<file path="src/rtl/config_frame_mem_pkg.sv">
// Shared types and bit-mapping helpers for the configuration frame memory.
// Config bit i lives in frame (N-1-i)/W at position W-1-((N-1-i)%W).
package config_frame_mem_pkg;

    typedef enum logic {
        RB_IDLE  = 1'b0,
        RB_VALID = 1'b1
    } rbState_t;

    function automatic int used_frames(input int noConfigBits, input int frameBits);
        return (noConfigBits + frameBits - 1) / frameBits;
    endfunction

    function automatic int bitFrame(input int i, input int noConfigBits, input int frameBits);
        return (noConfigBits - 1 - i) / frameBits;
    endfunction

    function automatic int bitPos(input int i, input int noConfigBits, input int frameBits);
        return frameBits - 1 - ((noConfigBits - 1 - i) % frameBits);
    endfunction

    // Number of config bits held by frame f; they occupy the top positions.
    function automatic int mappedBits(input int f, input int noConfigBits, input int frameBits);
        int rem;
        rem = noConfigBits - f * frameBits;
        return (rem < frameBits) ? rem : frameBits;
    endfunction

endpackage

</file>
<file path="src/rtl/config_frame_slice.sv">
// One frame: parity-checked shadow write, active copy on commit (1-cycle latency).
// No backpressure; writes with bad parity are dropped and flagged via parityBad.
module config_frame_slice
    import config_frame_mem_pkg::*;
#(
    parameter int FrameBitsPerRow = 32,
    parameter int NoConfigBits    = 12,
    parameter int FrameIdx        = 0
) (
    input  logic                       CLK,
    input  logic                       RST,
    input  logic [FrameBitsPerRow-1:0] frameData,
    input  logic                       frameParity,
    input  logic                       wrSel,
    input  logic                       commit,
    output logic                       parityBad,
    output logic [FrameBitsPerRow-1:0] shadowFrame,
    output logic [FrameBitsPerRow-1:0] activeFrame
);

    localparam int NBits = mappedBits(FrameIdx, NoConfigBits, FrameBitsPerRow);
    localparam logic [FrameBitsPerRow-1:0] Mask =
        {FrameBitsPerRow{1'b1}} << (FrameBitsPerRow - NBits);

    logic parityOk;

    assign parityOk  = ((^frameData) == frameParity);
    assign parityBad = wrSel && !parityOk;

    // Commit reads the pre-write shadow when both happen in one cycle.
    always_ff @(posedge CLK) begin
        if (RST) begin
            shadowFrame <= '0;
            activeFrame <= '0;
        end else begin
            if (wrSel && parityOk)
                shadowFrame <= frameData & Mask;
            if (commit)
                activeFrame <= shadowFrame;
        end
    end

endmodule

</file>
<file path="src/rtl/config_frame_mem.sv">
// Frame-addressed shadow/active config store with sticky errors and readback; commit visible next cycle.
// Readback holds RbValid/RbData until RbReady; frame writes never stall.
module config_frame_mem
    import config_frame_mem_pkg::*;
#(
    parameter int MaxFramesPerCol = 20,
    parameter int FrameBitsPerRow = 32,
    parameter int NoConfigBits    = 12,
    localparam int SelW = (MaxFramesPerCol > 1) ? $clog2(MaxFramesPerCol) : 1
) (
    input  logic                       CLK,
    input  logic                       RST,
    input  logic [FrameBitsPerRow-1:0] FrameData,
    input  logic [MaxFramesPerCol-1:0] FrameStrobe,
    input  logic                       FrameParity,
    input  logic                       Commit,
    input  logic                       ClrErr,
    input  logic                       RbReq,
    input  logic [SelW-1:0]            RbSel,
    input  logic                       RbReady,
    output logic                       RbValid,
    output logic [FrameBitsPerRow-1:0] RbData,
    output logic [NoConfigBits-1:0]    ConfigBits,
    output logic [NoConfigBits-1:0]    ConfigBits_N,
    output logic                       ParityErr,
    output logic                       StrobeErr
);

    localparam int UsedFrames = used_frames(NoConfigBits, FrameBitsPerRow);

    logic                                  strobeOneHot;
    logic                                  strobeMulti;
    logic                                  commitEn;
    logic [UsedFrames-1:0]                 parityBad;
    logic [UsedFrames*FrameBitsPerRow-1:0] shadowFlat;
    logic [UsedFrames*FrameBitsPerRow-1:0] activeFlat;
    logic [FrameBitsPerRow-1:0]            rbFrame;
    rbState_t                              rbState;

    assign strobeOneHot = (FrameStrobe != '0) &&
                          ((FrameStrobe & (FrameStrobe - MaxFramesPerCol'(1))) == '0);
    assign strobeMulti  = (FrameStrobe != '0) && !strobeOneHot;
    assign commitEn     = Commit && !ParityErr && !StrobeErr;

    for (genvar f = 0; f < UsedFrames; f++) begin : gSlice
        config_frame_slice #(
            .FrameBitsPerRow(FrameBitsPerRow),
            .NoConfigBits   (NoConfigBits),
            .FrameIdx       (f)
        ) uSlice (
            .CLK        (CLK),
            .RST        (RST),
            .frameData  (FrameData),
            .frameParity(FrameParity),
            .wrSel      (strobeOneHot && FrameStrobe[f]),
            .commit     (commitEn),
            .parityBad  (parityBad[f]),
            .shadowFrame(shadowFlat[f*FrameBitsPerRow +: FrameBitsPerRow]),
            .activeFrame(activeFlat[f*FrameBitsPerRow +: FrameBitsPerRow])
        );
    end

    for (genvar i = 0; i < NoConfigBits; i++) begin : gMap
        localparam int F = bitFrame(i, NoConfigBits, FrameBitsPerRow);
        localparam int P = bitPos(i, NoConfigBits, FrameBitsPerRow);
        assign ConfigBits[i] = activeFlat[F*FrameBitsPerRow + P];
    end

    assign ConfigBits_N = ~ConfigBits;

    // A new error event outranks a same-cycle clear.
    always_ff @(posedge CLK) begin
        if (RST) begin
            ParityErr <= 1'b0;
            StrobeErr <= 1'b0;
        end else begin
            if (|parityBad)
                ParityErr <= 1'b1;
            else if (ClrErr)
                ParityErr <= 1'b0;
            if (strobeMulti)
                StrobeErr <= 1'b1;
            else if (ClrErr)
                StrobeErr <= 1'b0;
        end
    end

    always_comb begin
        rbFrame = '0;
        for (int f = 0; f < UsedFrames; f++) begin
            if (RbSel == SelW'(f))
                rbFrame = shadowFlat[f*FrameBitsPerRow +: FrameBitsPerRow];
        end
    end

    always_ff @(posedge CLK) begin
        if (RST) begin
            rbState <= RB_IDLE;
            RbValid <= 1'b0;
            RbData  <= '0;
        end else begin
            case (rbState)
                RB_IDLE: begin
                    if (RbReq) begin
                        rbState <= RB_VALID;
                        RbValid <= 1'b1;
                        RbData  <= rbFrame;
                    end
                end
                RB_VALID: begin
                    if (RbReady) begin
                        rbState <= RB_IDLE;
                        RbValid <= 1'b0;
                    end
                end
                default: begin
                    rbState <= RB_IDLE;
                    RbValid <= 1'b0;
                end
            endcase
        end
    end

endmodule

</file>
<file path="config.mk">
export PLATFORM = sky130hd
export DESIGN_NAME = config_frame_mem
export DESIGN_NICKNAME = d
export VERILOG_FILES = /design/src/rtl/config_frame_mem_pkg.sv /design/src/rtl/config_frame_slice.sv /design/src/rtl/config_frame_mem.sv
export SDC_FILE = /design/constraint.sdc
export NUM_CORES = 1
export LEC_CHECK = 0
export ABC_AREA = 1
export BUFFER_PORTS_ARGS = -buffer_cell sky130_fd_sc_hd__clkbuf_2
export CELL_PAD_IN_SITES_DETAIL_PLACEMENT = 1
export CELL_PAD_IN_SITES_GLOBAL_PLACEMENT = 1
export CORE_MARGIN = 1.5
export CORE_UTILIZATION = 32
export DETAILED_ROUTE_END_ITERATION = 16
export PLACE_DENSITY = 0.86
export SLEW_MARGIN = 10
export SYNTH_ARGS = -nofsm -noshare
export SYNTH_HDL_FRONTEND = slang
export SYNTH_HIERARCHICAL = 1
export SYNTH_SLANG_ARGS = --single-unit
</file>
<file path="constraint.sdc">
create_clock -name CLK -period 1.7 [get_ports CLK]
set_input_delay 0.34 -clock CLK [delete_from_list [all_inputs] [get_ports CLK]]
set_output_delay 0.34 -clock CLK [all_outputs]
set_load 0.01 [all_outputs]
</file>
==> flow_summary.yaml <==
grt:
  grt_pass1_wl_um: 18700
  grt_usage: 0.185
  antenna_found_initial: 0
  overflow: 0
  grt_max_degree: 66
  grt_pass1_vias: 4128
floorplanning:
  ios: 123
  rows: 39
  start_util: 0.327
  die_area_um2: 12300
  design.core.area_um2: 11400
  die_h_um: 111
  chipWidth_um: 111
route:
  wirelength_um: 11400
  vias: 4059
  drt_iter0_drc: 163
  ant_nets: 0
  dr.pass1.iters: 4
  wl_per_cell_um: 13.1
  drc_errors: 0
  vias_per_cell: 4.66
critical_path:
  worst_r2r_path_depth: 4
  reg2reg_slack_ns: 0.45
  cp_data_arrival_time_ns: 1.90
  worst-setup-path-type: "primary input to register"
  cp_common_cell: "nand2_1"
  r2r-end: "gSlice[0].uSlice/activeFrame[26]$_SDFFE_PP0P_"
  worstPathRequired_ns: 1.91
  critPathBufInv: 2
  crit_family: "simple AND/OR/NAND/NOR gates"
  cp-start-kind: "primary input"
  crit_path_cell_trace: "buf_4 -> nor2_4 -> nand2_2 -> nor2_4 -> nand2_1 -> nand2_1 -> nand3_2 -> nor3_4 -> and3_4 -> buf_12 -> nand3_1 -> nand2_1 -> nor2_1"
  critPathSlowestCell: "and3_4"
  cp.depth: 13
  cp_max_fo: 6
  max_stage_delay_ns: 0.29
  crit-reg2reg-launch: "StrobeErr$_SDFFE_PP0P_"
  crit_path_end_kind: "register"
sta:
  finalHoldViolCount: 0
  layout_setup_ws_ns: 0.0106
  rsz0062_at_grt: "true"
  fin_setup_tns_ns: 0
  fmax_mhz: 592
  slew_viol_final: 0
  min_period_ns: 1.69
  skew_ns: 0.00541
  setup_viol: 0
  period_share: 0.994
cts:
  cts-root-buf: "clkbuf_16"
  numClockSinks: 60
  clk_path_buf_depth: 2
  cts-hold-fix-buffers: 0
  numCtsBuffers: 9
  cts_max_level: 3
  clkTransAtPathRegs_ns: 0.05
  cts_tree: "done"
  clkLatencyLatePin_ns: 0.32
placed_design:
  portBuffers: 122
  pre_cts_ws_ns: -0.369
  dp.final_hpwl_um: 8620
  place_congestion: 0.761
finish:
  drive_gt1_frac: 0.357
  area_delta_synth_final_pct: 38.6
  n_antenna_cell: 0
  nNetsFinal: 788
min_path:
  min_to: "ParityErr$_SDFFE_PP0P_"
  hold_path_class: "primary input to register"
  min-delay-start: "RST"
  hold_path_depth: 2
pwr:
  max-vdd-ir-drop_mv: 0.744
  powerDensity_nw_per_um2: 858
  p_leak_uw: 0.00255
  p_total_uw: 4410
yosys:
  syn_avg_cell_area_um2: 6.52
  synth_cells: 569
  ys_warn_count: 6
  netlist_area_um2: 3710
outcome:
  status: "finished, final reports clean"
job:
  cap_violations: 0
-- how the worst max path moves through the flow --
stage              startpoint                                            end
3_3_place_gp   FrameStrobe[4]                         ParityErr$_SDFFE_PP0P_
4_1_cts        FrameStrobe[5]  gSlice[0].uSlice/shadowFrame[22]$_SDFFE_PP0P_
3_5_place_dp   FrameStrobe[7]  gSlice[0].uSlice/shadowFrame[29]$_SDFFE_PP0P_
2_1_floorplan  FrameStrobe[1]                         ParityErr$_SDFFE_PP0P_
5_1_grt         FrameData[30]                         ParityErr$_SDFFE_PP0P_
6_report       FrameStrobe[5]  gSlice[0].uSlice/shadowFrame[29]$_SDFFE_PP0P_
-- flip-flops by register name, summed over array words and instances (netlist names) --
| signal | cells |
|---|---|
| gSlice.uSlice/shadowFrame | 12 |
| RbValid | 1 |
| rbState | 1 |
| gSlice.uSlice/activeFrame | 12 |
| StrobeErr | 1 |
| ParityErr | 1 |
| RbData | 32 |
-- layout make-up --
cell class                 instances  area [um2]
multi-input combinational        436        2210
clock inverter                     5        52.6
timing repair buffer             167        1080
fill                            1527        6230
sequential                        60        1200
tap                              143         179
clock buffer                      10         239
inverter                          50         188
-- power breakdown --
group / total, uW / internal, uW / switching, uW
logic: 1120 / 472 / 646
clock network: 1760 / 1160 / 609
registers: 1530 / 1480 / 47.4
total: 4410 / 3110 / 1300
-- layout by cell type, fill, tap and decap left out, types with 11 or more instances in the layout --
cell and instances:
nor2_1 51, nand2_1 184, nand3_1 12, buf_4 39, nand3_2 11, nor2_2 16, clkbuf_2 117, inv_1 40
dfxtp_1 60, conb_1 20, nand2_2 13, a21oi_1 33, o21ai_0 44
-- per-layer routing --
layer / part of all wire / global-route usage / vias up
met5: 0 / 0 / -
met4: 0.010 / 0.0436 / 0
met3: 0.037 / 0.0290 / 13
met2: 0.54 / 0.368 / 93
met1: 0.41 / 0.201 / 1905
li1: - / - / 2048
-- worst reg2reg max path: cells and delay by family, from the launching register on --
kind,cells,cell delay [ns]
flops,1,0.32
simple gates,3,0.55
buf+inv,1,0.27
-- stage by stage --
stage / hold WS (ns) / area (um2) / instances / util
after floorplan: 0.412 / 3810 / 588 / -
after global placement: 0.457 / 4640 / 848 / 0.408
after detailed placement: 0.490 / 4640 / 848 / 0.408
after CTS: 0.215 / 4960 / 864 / 0.437
after global routing: 0.236 / 5140 / 871 / 0.452
final: 0.224 / 5140 / 871 / 0.452
-- what timing repair did --
action | 4_1_cts | 5_1_grt
setup endpoints to repair | 6 | 13
gates cloned | 1 | 1
gates resized for setup | 4 | 33
hold endpoints to repair | 0 | 0
buffers inserted | 0 | 6
pin swaps | 3 | 14
(Power assumes the default switching activity.)
